==> src/rtl/elevator_car_controller_pkg.sv <==
// Shared definitions for the elevator car controller: direction codes, sizes,
// hall-button bit indexing and the controller state encoding.
package elevator_pkg;

  localparam int unsigned FLOOR_W    = 3;
  localparam int unsigned NUM_FLOORS = 7;
  localparam int unsigned BTN_W      = 14;

  localparam logic [1:0] STOP   = 2'b00;
  localparam logic [1:0] UP     = 2'b10;
  localparam logic [1:0] DOWN   = 2'b01;
  localparam logic [1:0] UPDOWN = 2'b11;

  // Floor 1 has no DOWN call and floor 7 has no UP call.
  localparam logic [BTN_W-1:0] HALL_MASK = 14'h1FFE;

  typedef enum logic [1:0] {StIdle, StMove, StCheck, StDoor} state_e;

  // Floor f (1-based) owns hall bits {UP, DOWN} at [2f-1 : 2f-2].
  function automatic logic [3:0] btn_idx(input logic [FLOOR_W-1:0] floor, input logic is_up);
    btn_idx = {floor, 1'b0} - 4'd2 + {3'b000, is_up};
  endfunction

endpackage

==> src/rtl/elevator_car_controller_if.sv <==
// Button/status bundle between one elevator car controller and its assigner.
interface elevator_car_controller_if;
  import elevator_pkg::*;

  logic [BTN_W-1:0]      floorButton;
  logic [NUM_FLOORS-1:0] carButton;
  logic                  doorHoldButton;
  logic [FLOOR_W-1:0]    currentFloor;
  logic [1:0]            direction;
  logic                  doorOpen;
  logic [BTN_W-1:0]      servedButton;
  logic [NUM_FLOORS-1:0] carCallPending;

  modport master (
    output floorButton, carButton, doorHoldButton,
    input  currentFloor, direction, doorOpen, servedButton, carCallPending
  );

  modport slave (
    input  floorButton, carButton, doorHoldButton,
    output currentFloor, direction, doorOpen, servedButton, carCallPending
  );

endinterface

==> src/rtl/elevator_car_controller_request_scan.sv <==
// Combinational request summary relative to the car's current floor.
module elevator_request_scan
  import elevator_pkg::*;
(
  input  logic [FLOOR_W-1:0]    cur_floor_i,
  input  logic [BTN_W-1:0]      floor_button_i,
  input  logic [NUM_FLOORS-1:0] car_call_i,
  output logic                  req_above_o,
  output logic                  req_below_o,
  output logic                  req_here_up_o,
  output logic                  req_here_down_o,
  output logic                  car_here_o
);

  logic [BTN_W-1:0] hall;

  assign hall = floor_button_i & HALL_MASK;

  always_comb begin
    req_above_o = 1'b0;
    req_below_o = 1'b0;
    for (int f = 1; f <= int'(NUM_FLOORS); f++) begin
      if (f > int'(cur_floor_i)) begin
        req_above_o = req_above_o | hall[2*f-1] | hall[2*f-2] | car_call_i[f-1];
      end
      if (f < int'(cur_floor_i)) begin
        req_below_o = req_below_o | hall[2*f-1] | hall[2*f-2] | car_call_i[f-1];
      end
    end
  end

  assign req_here_up_o   = hall[btn_idx(cur_floor_i, 1'b1)];
  assign req_here_down_o = hall[btn_idx(cur_floor_i, 1'b0)];
  assign car_here_o      = car_call_i[cur_floor_i - FLOOR_W'(1)];

endmodule

==> src/rtl/elevator_car_controller.sv <==
// Per-car SCAN motion and door sequencer: serves assigned hall calls and
// latched cabin calls, reporting each served hall bit with a one-cycle pulse.
module elevator_car_controller
  import elevator_pkg::*;
#(
  parameter int unsigned FLOOR_TICKS = 16,
  parameter int unsigned DOOR_TICKS  = 32
) (
  input logic                      clk,
  input logic                      reset,
  elevator_car_controller_if.slave bus
);

  localparam int unsigned MoveCntW = $clog2(FLOOR_TICKS);
  localparam int unsigned DoorCntW = $clog2(DOOR_TICKS);
  localparam logic [MoveCntW-1:0] MoveLast = MoveCntW'(FLOOR_TICKS - 1);
  localparam logic [DoorCntW-1:0] DoorLast = DoorCntW'(DOOR_TICKS - 1);

  state_e                state_q, state_d;
  logic [FLOOR_W-1:0]    floor_q, floor_d;
  logic [1:0]            dir_q, dir_d;
  logic [BTN_W-1:0]      served_q, served_d;
  logic [NUM_FLOORS-1:0] car_call_q, car_call_d;
  logic [MoveCntW-1:0]   move_cnt_q, move_cnt_d;
  logic [DoorCntW-1:0]   door_cnt_q, door_cnt_d;

  logic                  door_open;
  logic [NUM_FLOORS-1:0] car_oh, calls_live;
  logic [BTN_W-1:0]      up_oh, dn_oh, dir_oh, opp_oh, new_bits;
  logic                  req_above, req_below, here_up, here_dn, car_here;
  logic                  going_up, ahead, behind, here_dir, here_opp;
  logic [1:0]            flip_dir;

  assign door_open = (state_q == StDoor);
  assign car_oh    = NUM_FLOORS'(1) << (floor_q - FLOOR_W'(1));
  // A cabin press for the open-door floor is dropped rather than latched.
  assign calls_live = car_call_q | (bus.carButton & ~(door_open ? car_oh : '0));

  elevator_request_scan u_scan (
    .cur_floor_i     (floor_q),
    .floor_button_i  (bus.floorButton),
    .car_call_i      (calls_live),
    .req_above_o     (req_above),
    .req_below_o     (req_below),
    .req_here_up_o   (here_up),
    .req_here_down_o (here_dn),
    .car_here_o      (car_here)
  );

  assign up_oh    = BTN_W'(1) << btn_idx(floor_q, 1'b1);
  assign dn_oh    = BTN_W'(1) << btn_idx(floor_q, 1'b0);
  assign going_up = (dir_q == UP);
  assign ahead    = going_up ? req_above : req_below;
  assign behind   = going_up ? req_below : req_above;
  assign here_dir = going_up ? here_up : here_dn;
  assign here_opp = going_up ? here_dn : here_up;
  assign dir_oh   = going_up ? up_oh : dn_oh;
  assign opp_oh   = going_up ? dn_oh : up_oh;
  assign flip_dir = going_up ? DOWN : UP;

  // Calls already pulsed this cycle are still visible until the assigner drops them.
  always_comb begin
    if (dir_q == STOP) begin
      new_bits = ({BTN_W{here_up}} & up_oh) | ({BTN_W{here_dn}} & dn_oh);
    end else begin
      new_bits = {BTN_W{here_dir}} & dir_oh;
    end
    new_bits = new_bits & ~served_q;
  end

  always_comb begin
    state_d    = state_q;
    floor_d    = floor_q;
    dir_d      = dir_q;
    served_d   = '0;
    car_call_d = calls_live;
    move_cnt_d = move_cnt_q;
    door_cnt_d = door_cnt_q;

    unique case (state_q)
      StIdle: begin
        if (car_here || here_up || here_dn) begin
          state_d    = StDoor;
          door_cnt_d = '0;
          served_d   = ({BTN_W{here_up}} & up_oh) | ({BTN_W{here_dn}} & dn_oh);
          car_call_d = calls_live & ~car_oh;
        end else if (req_above) begin
          state_d    = StMove;
          dir_d      = UP;
          move_cnt_d = '0;
        end else if (req_below) begin
          state_d    = StMove;
          dir_d      = DOWN;
          move_cnt_d = '0;
        end
      end

      StMove: begin
        if (move_cnt_q == MoveLast) begin
          state_d    = StCheck;
          move_cnt_d = '0;
          floor_d    = going_up ? floor_q + FLOOR_W'(1) : floor_q - FLOOR_W'(1);
        end else begin
          move_cnt_d = move_cnt_q + MoveCntW'(1);
        end
      end

      StCheck: begin
        if (car_here || here_dir || (here_opp && !ahead)) begin
          state_d    = StDoor;
          door_cnt_d = '0;
          car_call_d = calls_live & ~car_oh;
          if (here_dir) begin
            served_d = dir_oh;
          end else if (here_opp && !ahead) begin
            served_d = opp_oh;
            dir_d    = flip_dir;
          end
        end else if (ahead) begin
          state_d    = StMove;
          move_cnt_d = '0;
        end else if (behind) begin
          // Calls ahead were withdrawn; this also keeps the car inside 1..7.
          state_d    = StMove;
          dir_d      = flip_dir;
          move_cnt_d = '0;
        end else begin
          state_d = StIdle;
          dir_d   = STOP;
        end
      end

      StDoor: begin
        car_call_d = calls_live & ~car_oh;
        if (bus.doorHoldButton || (new_bits != '0)) begin
          door_cnt_d = '0;
          served_d   = new_bits;
        end else if (door_cnt_q == DoorLast) begin
          door_cnt_d = '0;
          if (dir_q == STOP) begin
            if (req_above) begin
              state_d    = StMove;
              dir_d      = UP;
              move_cnt_d = '0;
            end else if (req_below) begin
              state_d    = StMove;
              dir_d      = DOWN;
              move_cnt_d = '0;
            end else begin
              state_d = StIdle;
            end
          end else if (ahead) begin
            state_d    = StMove;
            move_cnt_d = '0;
          end else if (here_opp) begin
            dir_d    = flip_dir;
            served_d = opp_oh;
          end else if (behind) begin
            state_d    = StMove;
            dir_d      = flip_dir;
            move_cnt_d = '0;
          end else begin
            state_d = StIdle;
            dir_d   = STOP;
          end
        end else begin
          door_cnt_d = door_cnt_q + DoorCntW'(1);
        end
      end

      default: state_d = StIdle;
    endcase
  end

  always_ff @(posedge clk or posedge reset) begin
    if (reset) begin
      state_q    <= StIdle;
      floor_q    <= FLOOR_W'(1);
      dir_q      <= STOP;
      served_q   <= '0;
      car_call_q <= '0;
      move_cnt_q <= '0;
      door_cnt_q <= '0;
    end else begin
      state_q    <= state_d;
      floor_q    <= floor_d;
      dir_q      <= dir_d;
      served_q   <= served_d;
      car_call_q <= car_call_d;
      move_cnt_q <= move_cnt_d;
      door_cnt_q <= door_cnt_d;
    end
  end

  assign bus.currentFloor   = floor_q;
  assign bus.direction      = dir_q;
  assign bus.doorOpen       = door_open;
  assign bus.servedButton   = served_q;
  assign bus.carCallPending = car_call_q;

endmodule

==> src/flat_wrapper.sv <==
// flat-port wrapper written by rule: the top's interface ports become plain ports
module elevator_car_controller_flat import elevator_pkg::*;
#(
  parameter int unsigned FLOOR_TICKS = 16,
  parameter int unsigned DOOR_TICKS  = 32
)
  (clk, reset, bus_floorButton, bus_carButton, bus_doorHoldButton, bus_currentFloor, bus_direction, bus_doorOpen, bus_servedButton, bus_carCallPending);
  elevator_car_controller_if bus_i ();
  input logic clk;
  input logic reset;
  input wire logic [$bits(bus_i.floorButton)-1:0] bus_floorButton;
  input wire logic [$bits(bus_i.carButton)-1:0] bus_carButton;
  input wire logic [$bits(bus_i.doorHoldButton)-1:0] bus_doorHoldButton;
  output wire logic [$bits(bus_i.currentFloor)-1:0] bus_currentFloor;
  output wire logic [$bits(bus_i.direction)-1:0] bus_direction;
  output wire logic [$bits(bus_i.doorOpen)-1:0] bus_doorOpen;
  output wire logic [$bits(bus_i.servedButton)-1:0] bus_servedButton;
  output wire logic [$bits(bus_i.carCallPending)-1:0] bus_carCallPending;
  assign bus_i.floorButton = bus_floorButton;
  assign bus_i.carButton = bus_carButton;
  assign bus_i.doorHoldButton = bus_doorHoldButton;
  assign bus_currentFloor = bus_i.currentFloor;
  assign bus_direction = bus_i.direction;
  assign bus_doorOpen = bus_i.doorOpen;
  assign bus_servedButton = bus_i.servedButton;
  assign bus_carCallPending = bus_i.carCallPending;
  elevator_car_controller #(.FLOOR_TICKS(FLOOR_TICKS), .DOOR_TICKS(DOOR_TICKS)) u_core (.clk(clk), .reset(reset), .bus(bus_i));
endmodule
==> config.mk <==
export PLATFORM = sky130hd
export DESIGN_NAME = elevator_car_controller_flat
export DESIGN_NICKNAME = d
export VERILOG_FILES = /design/src/rtl/elevator_car_controller_pkg.sv /design/src/rtl/elevator_car_controller_if.sv /design/src/rtl/elevator_car_controller_request_scan.sv /design/src/rtl/elevator_car_controller.sv /design/src/flat_wrapper.sv
export SDC_FILE = /design/constraint.sdc
export NUM_CORES = 1
export LEC_CHECK = 0
export BUFFER_PORTS_ARGS = -buffer_cell sky130_fd_sc_hd__buf_2
export CORE_UTILIZATION = 57
export CTS_BUF_LIST = sky130_fd_sc_hd__clkbuf_8 sky130_fd_sc_hd__clkbuf_16
export DETAILED_ROUTE_END_ITERATION = 7
export PLACE_DENSITY = 0.8
export SETUP_SLACK_MARGIN = 0.3
export SLEW_MARGIN = 15
export SYNTH_ARGS = -nofsm -noshare
export SYNTH_HDL_FRONTEND = slang
export SYNTH_SLANG_ARGS = --single-unit
==> constraint.sdc <==
create_clock -name clk -period 5.1 [get_ports clk]
set_clock_uncertainty 0.2 [all_clocks]
set_input_delay 0.255 -clock clk [delete_from_list [all_inputs] [get_ports clk]]
set_output_delay 0.255 -clock clk [all_outputs]
set_load 0.01 [all_outputs]
==> run_results.csv <==
group,metric,value,unit
sta,max_slew.worst_pin.slew,858,ps
worst_setup_path,path_max_fanout,14,
finish,syn_to_final_growth,15.2,%
synth,synth_edf_count,0,
worst_setup_path,cpMaxStageDelayCell,"ha_1",
die,fp.dieW,73.0,um
grt,antenna_found_initial,0,
run_status,status,"completed",
flow_run,maxCapViolCount,0,
power,powerDensity,191,nW/um^2
worst_setup_path,crit_path_frequent_cell,"ha_1",
worst_setup_path,critPathLaunchType,"flip-flop",
clocking,cts-resized-gates,0,
die,dieArea,5330,um^2
synth,synth_top_cell_by_area,"dfrtp_1",
synth,syn_avg_cell_area,8.66,um^2
finish,fin_util,0.692,
routing,final_antenna_net_count,0,
worst_setup_path,crit_buf_inv,1,
worst_setup_path,slowest_delay,560,ps
worst_setup_path,path_delay_family,"compound AO/OA/AOI/OAI gates",
sta,rsz0062_at_grt,"no",
die,num_rows,25,
clocking,postCtsSetupRepairBufs,0,
finish,diodes,0,
clocking,cts_buffers,5,
sta,final-setup-viol-count,0,
routing,drt_iter0_drc,364,
clocking,clock_latency,300,ps
synth,yosys_most_used_dff,"dfrtp_1",
worst_setup_path,crit_required,5080,ps
grt,grt_pass1_vias,2772,
worst_setup_path,cp_cell_sequence,"inv_1, ha_1, ha_1, nand4_1, a2111o_1, a222oi_1, and3_1, nand3_1, o21ai_0, o22ai_2, mux2_1",
grt,grt_max_degree,38,
power,ir_worst_vdd,0.180,mV
clocking,cts_max_level,2,
worst_setup_path,critical_path_class,"flip-flop to flip-flop",
synth,async_reset_ff_frac,1.00,
synth,synthTopCellsByArea,"dfrtp_1 31%, ha_1 4.8%, a21oi_1 4.2%, o21ai_0 4.0%, nand2_1 3.9%",
die,core_area,4790,um^2
clocking,cts_tree,"done",
sta,fin_crit_sh,0.846,
synth,syn_nets,367,
placement,hpwl,5.81,mm
sta,maxSlewViolCount,0,
synth,syn_area,2870,um^2
sta,clock.fmax,232,MHz
routing,via_count,2929,
worst_setup_path,end_kind,"flip-flop",
die,chipHeight,73.0,um
die,pin_count,51,
routing,drt_pass1_iterations,5,
routing,drc_errors,0,
finish,final_common_cell,"buf_2",
synth,seq_area_frac_synth,0.323,
synth,synth_warnings,0,
synth,ys_types,72,
synth,synth_cells,332,
grt,grt_usage,0.320,
sta,fin_setup_tns,0,ps
finish,nNetsFinal,412,
grt,grt_remaining_overflow,0,
clocking,clock_path_buffers,2,
hold_path,min_path_type,"primary input to flip-flop",
clocking,ctsHoldBuffers,1,
synth,synth_top_area_share,0.313,
placement,pre_cts_ws,912,ps
sta,period_needed,4320,ps
routing,finalWirelength,8.13,mm
die,start_util,0.601,
placement,portBuffers,48,
clocking,clock-sinks,37,
sta,hold_viol,0,
clocking,cts.clk_slew.worst_paths,80,ps
worst_setup_path,worstPathArrival,4290,ps
clocking,cts_root_buffer,"clkbuf_8",
finish,drive_gt1_frac,0.217,
routing,viasPerCell,6.58,
placement,place.gp.congestion,0.960,
routing,wl_per_cell,18.3,um
finish,final_cell_mix,"48 x buf_2, 36 x dfrtp_1, 30 x nand2_1, 24 x inv_1, 24 x a21oi_1",
power,leakage,1.40,nW
sta,slew_headroom,0.428,
synth,ys_seq_elements,37,
sta,layout_setup_ws,783,ps
grt,grt_pass1_wl,13.2,mm
per-stage QoR:
step / hold slack, ps / cell area, um^2 / power (mW) / std cells
6_report: 43.8 / 3310 / 0.632 / 445
5_1_grt: 88.5 / 3310 / 0.647 / 445
4_1_cts: 41.1 / 3310 / 0.636 / 445
3_5_place_dp: 190 / 3170 / 0.335 / 436
3_3_place_gp: 185 / 3170 / 0.334 / 436
2_1_floorplan: 219 / 2870 / 0.318 / 332
logic make-up (layout without fill, tap and decap cells):
logic type | Yosys count | in the layout | share of synthesized area
muxes | 11 | 11 | 0.0605
xor gates and xnor gates | 2 | 2 | 0.00610
buffers and inverters | 43 | 89 | 0.0623
adders and majority gates | 11 | 11 | 0.0479
and+or+nand+nor | 113 | 113 | 0.206
DFF | 37 | 37 | 0.323
AOI/OAI and AO/OA | 115 | 115 | 0.294
worst reg2reg max path, delay by kind of cell, from the launching register on:
kind | cells | cell delay (ps)
compound gates | 4 | 1410
buf+inv | 1 | 130
fa+ha+maj | 2 | 800
simple gates | 3 | 790
mux | 1 | 340
flops | 1 | 530
layer usage:
metal / track usage / vias up / part of all wire
met5: 0 / - / 0
met1: 0.418 / 1395 / 0.42
met3: 0.0608 / 18 / 0.089
met4: 0.129 / 0 / 0.023
met2: 0.522 / 175 / 0.47
li1: - / 1341 / -
report_power, final:
| part | total (mW) | switching (mW) | internal, mW |
|---|---|---|---|
| clock network | 0.303 | 0.108 | 0.194 |
| registers | 0.297 | 0.00161 | 0.295 |
| logic | 0.0328 | 0.0185 | 0.0143 |
final timing paths:
path	cells past startpoint	start	slack, ps	to
setup / recovery	11	u_core.bus.currentFloor[0]$_DFFE_PP1P_	780	u_core.bus.direction[1]$_DFFE_PP0P_
hold / removal	3	bus_carButton[5]	40	u_core.bus.carCallPending[5]$_DFF_PP0_
setup reg to reg	11	u_core.bus.currentFloor[0]$_DFFE_PP1P_	780	u_core.bus.direction[1]$_DFFE_PP0P_
hold reg to reg	1	u_core.door_cnt_q[0]$_DFFE_PP0P_	300	u_core.door_cnt_q[0]$_DFFE_PP0P_
max in group asynchronous	4	reset	3940	u_core.bus.currentFloor[0]$_DFFE_PP1P_
min in group asynchronous	4	reset	400	u_core.bus.carCallPending[4]$_DFF_PP0_
layout make-up:
| class | count | area (um^2) |
|---|---|---|
| multi-input combinational | 252 | 1770 |
| fill | 409 | 1480 |
| sequential | 37 | 927 |
| timing repair buffer | 56 | 303 |
| inverter | 25 | 93.8 |
| tap | 67 | 83.8 |
| clock buffer | 5 | 68.8 |
| clock inverter | 3 | 65.1 |
synth_stat cells (all sizes together) (3+ instances only):
library cell	n
mux2	5
dfrtp	36
clkbuf	9
nand2b	6
a21oi	24
ha	11
nor2	20
nand3b	3
o221ai	3
a222oi	3
mux4	4
a21boi	4
buf	9
a311oi	3
a22oi	3
nor4	4
a31oi	8
a31o	4
nand3	7
and2	6
o22ai	4
nand2	30
o21ai	25
o31ai	3
inv	24
nand4	6
nor3	13
nor2b	3
nand4b	3
a2111o	5
and3	4
registers in the layout, summed over array words and instances, names as in the netlist:
register / cells
u_core.door_cnt_q: 5
u_core.state_q: 2
u_core.bus.servedButton: 14
u_core.bus.direction: 2
u_core.bus.carCallPending: 7
u_core.bus.currentFloor: 3
u_core.move_cnt_q: 4
(Power assumes the default switching activity.)
